File: config.mk
export PLATFORM = sky130hd
export DESIGN_NAME = carry_skip_adder
export DESIGN_NICKNAME = d
export VERILOG_FILES = /design/src/rtl/carry_skip_adder_pkg.sv /design/src/rtl/carry_skip_block.sv /design/src/rtl/carry_skip_adder.sv
export SDC_FILE = /design/constraint.sdc
export NUM_CORES = 1
export LEC_CHECK = 0
export CAP_MARGIN = 0
export CORE_AREA = 4 4 41 43
export CTS_CLUSTER_SIZE = 30
export DETAILED_ROUTE_END_ITERATION = 10
export DIE_AREA = 0 0 45 47
export GPL_TIMING_DRIVEN = 1
export HOLD_SLACK_MARGIN = 0.15
export SETUP_SLACK_MARGIN = 0.05
export SYNTH_ARGS = -nofsm -noshare
export SYNTH_HDL_FRONTEND = slang
export SYNTH_SLANG_ARGS = --single-unit
File: constraint.sdc
create_clock -name clk -period 1.2 [get_ports clk]
set_input_delay 0.36 -clock clk [delete_from_list [all_inputs] [get_ports clk]]
set_output_delay 0.36 -clock clk [all_outputs]
set_load 0.05 [all_outputs]
File: src/rtl/carry_skip_adder_pkg.sv
// ---------------------------------------------------------------------------
// carry_skip_adder_pkg
// Shared constants and helpers for the carry-skip adder slice.
//   CSA_DEFAULT_WIDTH : default operand/sum width
//   CSA_DEFAULT_BLOCK : default bits per skip block
//   num_blocks()      : number of skip blocks for a WIDTH/BLOCK pair
// ---------------------------------------------------------------------------
package carry_skip_adder_pkg;

    localparam int CSA_DEFAULT_WIDTH = 4;
    localparam int CSA_DEFAULT_BLOCK = 2;

    // WIDTH is expected to be an exact multiple of BLOCK.
    function automatic int num_blocks(input int width, input int block);
        return width / block;
    endfunction

endpackage : carry_skip_adder_pkg

File: src/rtl/carry_skip_block.sv
// ---------------------------------------------------------------------------
// carry_skip_block
// One purely combinational ripple block with a propagate-based carry bypass.
//   a, b  : BLOCK-bit operand slices
//   c_in  : carry into the block
//   s     : BLOCK-bit sum slice
//   c_out : carry out of the block, taken from c_in when the whole block
//           propagates, otherwise from the ripple chain
//   P     : block propagate (AND of all per-bit propagates)
// ---------------------------------------------------------------------------
module carry_skip_block #(
    parameter int BLOCK = 2
) (
    input  logic [BLOCK-1:0] a,
    input  logic [BLOCK-1:0] b,
    input  logic             c_in,
    output logic [BLOCK-1:0] s,
    output logic             c_out,
    output logic             P
);

    logic [BLOCK-1:0] prop;
    logic [BLOCK-1:0] gen;
    logic [BLOCK:0]   rc;    // ripple carries, rc[0] is the block carry-in

    assign prop = a ^ b;
    assign gen  = a & b;

    always_comb begin
        rc    = '0;
        rc[0] = c_in;
        for (int i = 0; i < BLOCK; i++) begin
            rc[i+1] = gen[i] | (prop[i] & rc[i]);
        end
    end

    assign s = prop ^ rc[BLOCK-1:0];
    assign P = &prop;

    // When every bit propagates the ripple result equals c_in anyway; the
    // mux only shortens the critical path through the block.
    assign c_out = P ? c_in : rc[BLOCK];

endmodule : carry_skip_block

File: src/rtl/carry_skip_adder.sv
// ---------------------------------------------------------------------------
// carry_skip_adder
// Registered WIDTH-bit carry-skip adder: {carry, sum} = a + b + cin.
//   clk, rst_n : rising-edge clock, asynchronous active-low reset
//   a, b, cin  : unsigned operands and carry-in
//   in_valid   : operands valid this cycle
//   sum, carry : registered result, held while no new operands arrive
//   out_valid  : sum/carry were updated on the last edge
// Optional build macro CARRY_SKIP_ADDER_INPUT_REG_EN adds an input register
// stage (latency 2 instead of 1, arithmetic unchanged).
//
// Handshake: valid-only, no backpressure. A beat is transferred on every
// rising edge where in_valid is 1; out_valid is a one-cycle pulse per result.
// ---------------------------------------------------------------------------
module carry_skip_adder
    import carry_skip_adder_pkg::*;
#(
    parameter int WIDTH = CSA_DEFAULT_WIDTH,
    parameter int BLOCK = CSA_DEFAULT_BLOCK
) (
    input  logic             clk,
    input  logic             rst_n,
    input  logic [WIDTH-1:0] a,
    input  logic [WIDTH-1:0] b,
    input  logic             cin,
    input  logic             in_valid,
    output logic [WIDTH-1:0] sum,
    output logic             carry,
    output logic             out_valid
);

    localparam int NB = num_blocks(WIDTH, BLOCK);

    // Operands as seen by the adder core.
    logic [WIDTH-1:0] a_s;
    logic [WIDTH-1:0] b_s;
    logic             cin_s;
    logic             valid_s;

`ifdef CARRY_SKIP_ADDER_INPUT_REG_EN
    always_ff @(posedge clk or negedge rst_n) begin
        if (!rst_n) begin
            a_s     <= '0;
            b_s     <= '0;
            cin_s   <= 1'b0;
            valid_s <= 1'b0;
        end else begin
            a_s     <= a;
            b_s     <= b;
            cin_s   <= cin;
            valid_s <= in_valid;
        end
    end
`else
    assign a_s     = a;
    assign b_s     = b;
    assign cin_s   = cin;
    assign valid_s = in_valid;
`endif

    logic [WIDTH-1:0] sum_c;
    logic             carry_c;
    // Block propagate flags; not needed by the datapath, kept for probing.
    logic [NB-1:0]    blk_p_unused;

    // Each iteration owns its own carry-in/out so the chain is a series of
    // distinct nets rather than one self-referencing vector.
    for (genvar k = 0; k < NB; k++) begin : gen_blk
        logic c_in_k;
        logic c_out_k;

        if (k == 0) begin : gen_first
            assign c_in_k = cin_s;
        end else begin : gen_next
            assign c_in_k = gen_blk[k-1].c_out_k;
        end

        carry_skip_block #(
            .BLOCK (BLOCK)
        ) u_blk (
            .a     (a_s[k*BLOCK +: BLOCK]),
            .b     (b_s[k*BLOCK +: BLOCK]),
            .c_in  (c_in_k),
            .s     (sum_c[k*BLOCK +: BLOCK]),
            .c_out (c_out_k),
            .P     (blk_p_unused[k])
        );
    end

    assign carry_c = gen_blk[NB-1].c_out_k;

    // Result registers update only on a valid beat; out_valid marks new data.
    always_ff @(posedge clk or negedge rst_n) begin
        if (!rst_n) begin
            sum       <= '0;
            carry     <= 1'b0;
            out_valid <= 1'b0;
        end else begin
            out_valid <= valid_s;
            if (valid_s) begin
                sum   <= sum_c;
                carry <= carry_c;
            end
        end
    end

endmodule : carry_skip_adder

* Word-level counts from Yosys, hierarchy flattened
Cells that the tools add are included.
** Cells by class
- Mux-type cells :: 2
- Bitwise operators :: 14
- Reduce and logical (&&, ||, !) cells :: 2
** Operators with widths (number)
- $xor A2 B2 Y2 :: 4
- $and A1 B1 Y1 :: 4
- $and A2 B2 Y2 :: 2
- $or A1 B1 Y1 :: 4
- $reduce_and A2 Y1 :: 2
- $mux W1 :: 2
** Storage, ports and cells
- Register bits after elaboration :: 6
- Input port bits :: 12
- Output and inout bits :: 6
- Word-level logic and storage cells :: 21

* Longest topological paths before layout
Gate-level depths: netlist of run 1.
- Depth in word-level cells :: 11
- Depth in mapped cells :: 11

* Cells and area by module
From an unflattened synthesis of run 1, not the netlist that was laid out.
** Unflattened totals
- Cell total of the unflattened synthesis :: 37
- Area total of the unflattened synthesis :: 426.7 µm²
** Modules (own cells, without submodules)
- carry_skip_block :: times used 2, cells an instance 13, area each 110.1 µm²
- carry_skip_adder :: times used 1, cells an instance 11, area each 206.4 µm²

* Worst setup path after synthesis of run 1
No wires, ideal clock.
- Path type :: in2reg
- Start :: input port a[0]
- End :: register sum[3]
- Setup time :: 79 ps
- Arrival :: 2160 ps
- Path slack :: -1039 ps
- Stages :: 9
- Path through :: inv_1 -> fa_1 -> inv_1 -> fa_1 -> mux2_4 -> fa_1 -> inv_1 -> fa_1 -> mux2i_1
** On the way
- Word-level cells in the longest chain between the ends :: 9
** Ends and longest elaborated chain
- start: declaration :: line carry_skip_adder.sv:23 : input logic [WIDTH-1:0] a,
- $xor A2 B2 Y2 :: line carry_skip_block.sv:26 : assign prop = a ^ b;
- $and A1 B1 Y1 :: line carry_skip_block.sv:33 : rc[i+1] = gen[i] | (prop[i] & rc[i]);
- $or A1 B1 Y1 :: line carry_skip_block.sv:33
- $and A1 B1 Y1 :: line carry_skip_block.sv:33
- $or A1 B1 Y1 :: line carry_skip_block.sv:33
- $mux W1 (*) :: line carry_skip_block.sv:42 : assign c_out = P ? c_in : rc[BLOCK];
- $and A1 B1 Y1 (*) :: line carry_skip_block.sv:33
- $or A1 B1 Y1 (*) :: line carry_skip_block.sv:33
- $xor A2 B2 Y2 (*) :: line carry_skip_block.sv:37 : assign s = prop ^ rc[BLOCK-1:0];
- end signal: assignment :: line carry_skip_adder.sv:101 : sum <= sum_c;
- end: declaration :: line carry_skip_adder.sv:27 : output logic [WIDTH-1:0] sum,
Mark *: on every way between the ends. The rest lies on a longest branch, timed or not.
A chain may end at the register's enable or synchronous reset.

* Final worst setup path of run 1
Ends and elaborated chain as after synthesis.

==> results of run 1 <==
[through the flow]
step | util | setup TNS (ns) | setup slack, ns | hold WS, ns | power (mW)
final | 0.590 | -2.91 | -0.961 | 0.353 | 1.01
after global routing | 0.590 | -3.08 | -1.03 | 0.379 | 1.06
after global placement | 0.538 | -6.35 | -1.64 | 0.551 | 0.775
after detailed placement | 0.538 | -6.70 | -1.76 | 0.557 | 0.797
after floorplan | - | -3.12 | -0.988 | 0.0644 | 0.516
after CTS | 0.585 | -2.90 | -0.963 | 0.352 | 1.02
[power groups by stage]
stage,clock (mW),sequential [mW],combinational [mW]
final,0.179,0.286,0.541
after global routing,0.195,0.290,0.574
after CTS,0.188,0.287,0.543
after detailed placement,0,0.291,0.506
after global placement,0,0.288,0.487
after floorplan,0,0.410,0.105
[how the worst min path moves through the flow]
stage | from | end | slack, ns | cells after the start
after floorplan | rst_n | carry | 0.06 | 0
after global placement | sum[0] | sum[0] | 0.55 | 2
after detailed placement | sum[3] | sum[3] | 0.56 | 2
after CTS | rst_n | sum[3] | 0.35 | 1
after global routing | rst_n | sum[3] | 0.38 | 1
final | rst_n | sum[0] | 0.35 | 1
[placed cells by master, fill, tap and decap left out, drive strengths merged, types with 2 or more instances in the layout]
cell and n:
fa 4, clkdlybuf4s50 6, mux2i 2, ha 4, mux2 3, clkbuf 3
dlygate4sd2 2, buf 14, dfrtp 6, inv 10
[layout make-up]
class                      count  share of cell area
multi-input combinational     18               0.314
tap                           15              0.0244
clock buffer                   3              0.0293
inverter                      10              0.0749
timing repair buffer          22               0.362
sequential                     6               0.195
[repair_timing]
| item | 4_1_cts | 5_1_grt |
|---|---|---|
| gates resized for setup | 24 | 1 |
| endpoints found under the setup margin | 11 | 10 |
| buffers inserted | 3 | 0 |
| pin swaps | 4 | 0 |
[worst register-to-register path, cell delays in order (launching register included)]
cell,delay (ns)
dfrtp_1,0.41
buf_4,0.14
mux2_4,0.26
[cells by family (layout without fill, tap and decap cells)]
family                   after synthesis  count (layout)  synth area share
buffers and inverters                 11              35             0.103
AO/OA/AOI/OAI                          2               2            0.0365
flip-flops                             6               6             0.365
adder cells (fa/ha/maj)                8               8             0.316
AND/OR/NAND/NOR                        3               3            0.0395
multiplexers                           5               5             0.140
[flip-flops by register name (all words and copies together), names as in the netlist]
| register | cells |
|---|---|
| sum | 4 |
| carry | 1 |
| out_valid | 1 |
[routing by layer]
metal,vias to the layer above,part of all wire,track usage
met5,-,0,0
met1,142,0.29,0.0946
met4,0,0.058,0.158
met3,6,0.064,0.0153
met2,14,0.59,0.220
li1,152,-,-
==> flow_summary.toml, run 1 <==
[synth]
synth_cell_types = 13
yosysSeqAreaShare = 0.365
syn-instance-count = 35
syn-num-nets = 55
synth_seq_cells = 6
synth.most_common_cell = "inv_1"
synth_top_area_frac = 0.365
syn_area_um2 = 412
synth_edf_count = 0
synth_top_cell_by_area = "dfrtp_1"
yosys_most_used_dff = "dfrtp_1"
async_flop_share = 1.00
syn_area_per_cell_um2 = 11.8
yosys_warnings = 0
synth_top_cells_by_area = "dfrtp_1 (36%), fa_1 (19%), ha_1 (12%)"
synth_common_cells = "inv_1 (10), dfrtp_1 (6), fa_1 (4), ha_1 (4)"

[power_and_ir_drop]
p_leak_nw = 0.381
p_int_uw = 649
combPwrFrac = 0.538
p_seq_frac = 0.284
power.switching_uw = 358
swShare = 0.356
ir_worst_vdd_v = 0.000475
clkPwrFrac = 0.178
power.density_nw_per_um2 = 1310

[die]
dieWidth_um = 45
die_area_um2 = 2120
core_um2 = 1300
rows = 13
initial_utilization = 0.316
die_h_um = 47
io_pins = 18

[routing]
antenna_left = 0
drtPass1Iterations = 2
vias = 314
vias_per_cell = 4.24
drtIter0Drc = 2
drc = 0
wl_per_cell_um = 13.3
postRouteWirelength_um = 982

[critical_path]
endpoint = "sum[3]"
critPathMaxFanout = 2
crit_top_cell = "fa_2"
r2r_cells = 2
reg2reg_slack_ns = 0.27
reg2reg_to = "sum[2]"
cpLargestDelayFamily = "adder cells"
cp_slowest_cell = "fa_1"
crit_buf_inv = 4
arrival_ns = 2.32
cp-start-kind = "input port"
r2r_start = "sum[2]"
path_depth = 10
crit_path_start = "a[0]"
critPathCaptureType = "register"
cp.required_ns = 1.36
path_class = "input port to register"
cpPeakStageDelay_ns = 0.42
crit_chain = "buf_12 -> inv_12 -> fa_2 -> inv_2 -> fa_2 -> mux2_4 -> fa_2 -> inv_2 -> fa_1 -> mux2i_1"

[global_routing]
grt_antenna_before_repair = 0
grt_first_pass_wirelength_mm = 1.59
overflow = 0
grt_pass1_vias = 371
grt_max_degree = 7
grt_use_total = 0.119

[cts]
numCtsBuffers = 3
clockRootBuffer = "clkbuf_4"
clock_path_buffers = 2
clock_latency_ns = 0.24
h-tree-depth = 1
path_clk_slew_ns = 0.04
cts_tree = "yes"
cts_sinks = 6
cts_hold_buffers = 0

[status]
status = "complete, but fails checks"
failed_checks = "negative setup slack"

[placement]
gp_congestion = 0.654
dp.final_hpwl_um = 841
portBuffers = 17
place_area_um2 = 699
dp_cells = 68

[timing]
setup_viol = 4
grt_setup_unrepaired = "true"
finalClockSkew_ns = 0
slew_violations = 0
worst_pin_slew_ns = 0.257
finalHoldViolCount = 0
period_needed_ns = 2.16
slew_headroom = 0.828
fmax_ghz = 0.463
setup_ws_ns = -0.961
finalCritPeriodShare = 1.80

[hold_path]
hold_class = "input port to asynchronous set/reset pin"

[final_layout]
nets = 81
fill_cells = 115
syn2layout_area_growth_pct = 86.6
drive_gt1_frac = 0.492
final_cell_count_no_fill = 74
stdcell_area_um2 = 768
n_antenna_cell = 0
layout.area.seq_um2 = 150
multi_input_area_um2 = 241

[job]
max_cap_violations = 0
Note: power is estimated with default switching activity, not from simulation.
==> inputs of run 2 (changes only) <==
--- a/config.mk
+++ b/config.mk
@@ -10,8 +10,10 @@
 export CTS_CLUSTER_SIZE = 30
 export DETAILED_ROUTE_END_ITERATION = 10
 export DIE_AREA = 0 0 45 47
+export GPL_ROUTABILITY_DRIVEN = 0
 export GPL_TIMING_DRIVEN = 1
 export HOLD_SLACK_MARGIN = 0.15
+export REMOVE_ABC_BUFFERS = 1
 export SETUP_SLACK_MARGIN = 0.05
 export SYNTH_ARGS = -nofsm -noshare
 export SYNTH_HDL_FRONTEND = slang
==> flow_summary.toml, run 2 (synthesized netlist as in run 1, its figures left out) <==
[status]
status = "complete, but fails checks"
failed_checks = "negative setup slack"

[global_routing]
grt_max_degree = 8
grt_pass1_vias = 274
overflow = 0
grt_use_total = 0.0728
grt_antenna_before_repair = 0
grt_first_pass_wirelength_mm = 1.03

[cts]
h-tree-depth = 1
path_clk_slew_ns = 0.04
cts_sinks = 6
numCtsBuffers = 3
clockRootBuffer = "clkbuf_4"
cts_tree = "yes"
clock_latency_ns = 0.24
clock_path_buffers = 2

[final_layout]
multi_input_area_um2 = 234
final_cell_count_no_fill = 74
postLayoutCoreUtil = 0.568
largest_reg_flops = 4
top_regs = "sum (4), carry (1), out_valid (1)"
syn2layout_area_growth_pct = 79.6
layout_common_cells = "dfrtp_1 (6), buf_12 (6), inv_1 (5), clkdlybuf4s50_1 (5), buf_4 (5)"
fill_cells = 116
drive_gt1_frac = 0.475
n_antenna_cell = 0
nets = 81
regMostFlops = "sum"
layout.area.seq_um2 = 150

[placement]
dp.final_hpwl_um = 637
dp_cells = 69
portBuffers = 17

[timing]
fmax_ghz = 0.480
whs_ns = 0.366
setup_ws_ns = -0.885
finalClockSkew_ns = 0
slew_violations = 0
worst_pin_slew_ns = 0.300
finalHoldViolCount = 0
slew_headroom = 0.800
grt_setup_unrepaired = "true"
setup_viol = 4
fin_tns_setup_ns = -2.68
finalCritPeriodShare = 1.74
period_needed_ns = 2.08

[critical_path]
arrival_ns = 2.24
r2r_start = "sum[1]"
cp.required_ns = 1.36
cp-start-kind = "input port"
path_class = "input port to register"
reg2reg_slack_ns = 0.28
critPathCaptureType = "register"
r2r_cells = 2
reg2reg_to = "sum[1]"
critPathMaxFanout = 2

[routing]
wl_per_cell_um = 9.93
wl_met1_um = 269
wl_met3_um = 43
drtIter0Drc = 3
highest_layer = "met4"
vias = 309
met2RoutedLength_um = 402
postRouteWirelength_um = 735
antenna_left = 0
drtPass1Iterations = 2
vias_per_cell = 4.18
drc = 0

[hold_path]
hold_class = "input port to asynchronous set/reset pin"

[die]
dieWidth_um = 45
rows = 13
io_pins = 18
initial_utilization = 0.316
core_um2 = 1300
die_h_um = 47
die_area_um2 = 2120

[job]
max_cap_violations = 0

[power_and_ir_drop]
power.density_nw_per_um2 = 1320
ir_worst_vdd_v = 0.000493
p_leak_nw = 0.372
==> run 2: cell count changes in the layout (fill, tap and decap cells not counted), sizes merged <==
cell | before | now
dlygate4sd2 | 2 | 3
clkdlybuf4s50 | 6 | 5
==> run 2: metrics by stage <==
stage	total power [mW]	worst slack [ns]	instance area (um^2)
finish	0.979	-0.885	739
global placement	0.762	-1.55	678
CTS	0.980	-0.957	726
floorplan	0.496	-1.04	407
detailed placement	0.769	-1.59	678
global route	1.02	-1.02	739
==> run 2: cell type report <==
class / count / share of cell area
well taps: 15 / 0.0254
repair buffers: 22 / 0.367
flip-flops and latches: 6 / 0.203
multi-input cells: 18 / 0.316
inverters: 10 / 0.0575
clock buffers: 3 / 0.0305
==> run 2: report_power, final <==
part | total (mW) | internal [mW] | switching [mW]
sequential | 0.287 | 0.244 | 0.0429
combinational | 0.517 | 0.280 | 0.237
clock | 0.175 | 0.112 | 0.0627
total | 0.979 | 0.637 | 0.342
==> run 2: layer usage <==
metal / track usage / vias up
met5: 0 / -
met4: 0.0877 / 0
met3: 0.0115 / 2
met2: 0.116 / 12
met1: 0.0755 / 140
li1: - / 155
==> run 2: what timing repair did <==
action | in CTS | in global routing
endpoints found under the setup margin | 11 | 10
hold endpoints to repair | 0 | 0
hold buffers | 0 | 0
setup buffers | 1 | 1
gates resized for setup | 29 | 2
cloned | 0 | 0
pin swaps | 4 | 4
==> run 2: worst max path at each step <==
stage | from | end | slack (ns) | cells after the start
after floorplan | a[0] | sum[3] | -1.04 | 9
after global placement | a[0] | sum[3] | -1.55 | 10
after detailed placement | a[0] | sum[3] | -1.59 | 10
after CTS | a[0] | sum[3] | -0.96 | 10
after global routing | b[0] | sum[3] | -1.02 | 10
final | a[1] | sum[3] | -0.88 | 8
==> run 2: critical path, cell delays in order <==
cell	delay [ns]
dlygate4sd2_1	0.27
ha_1	0.29
nand2_1	0.08
mux2_4	0.31
fa_2	0.34
inv_2	0.06
fa_1	0.39
mux2i_1	0.14
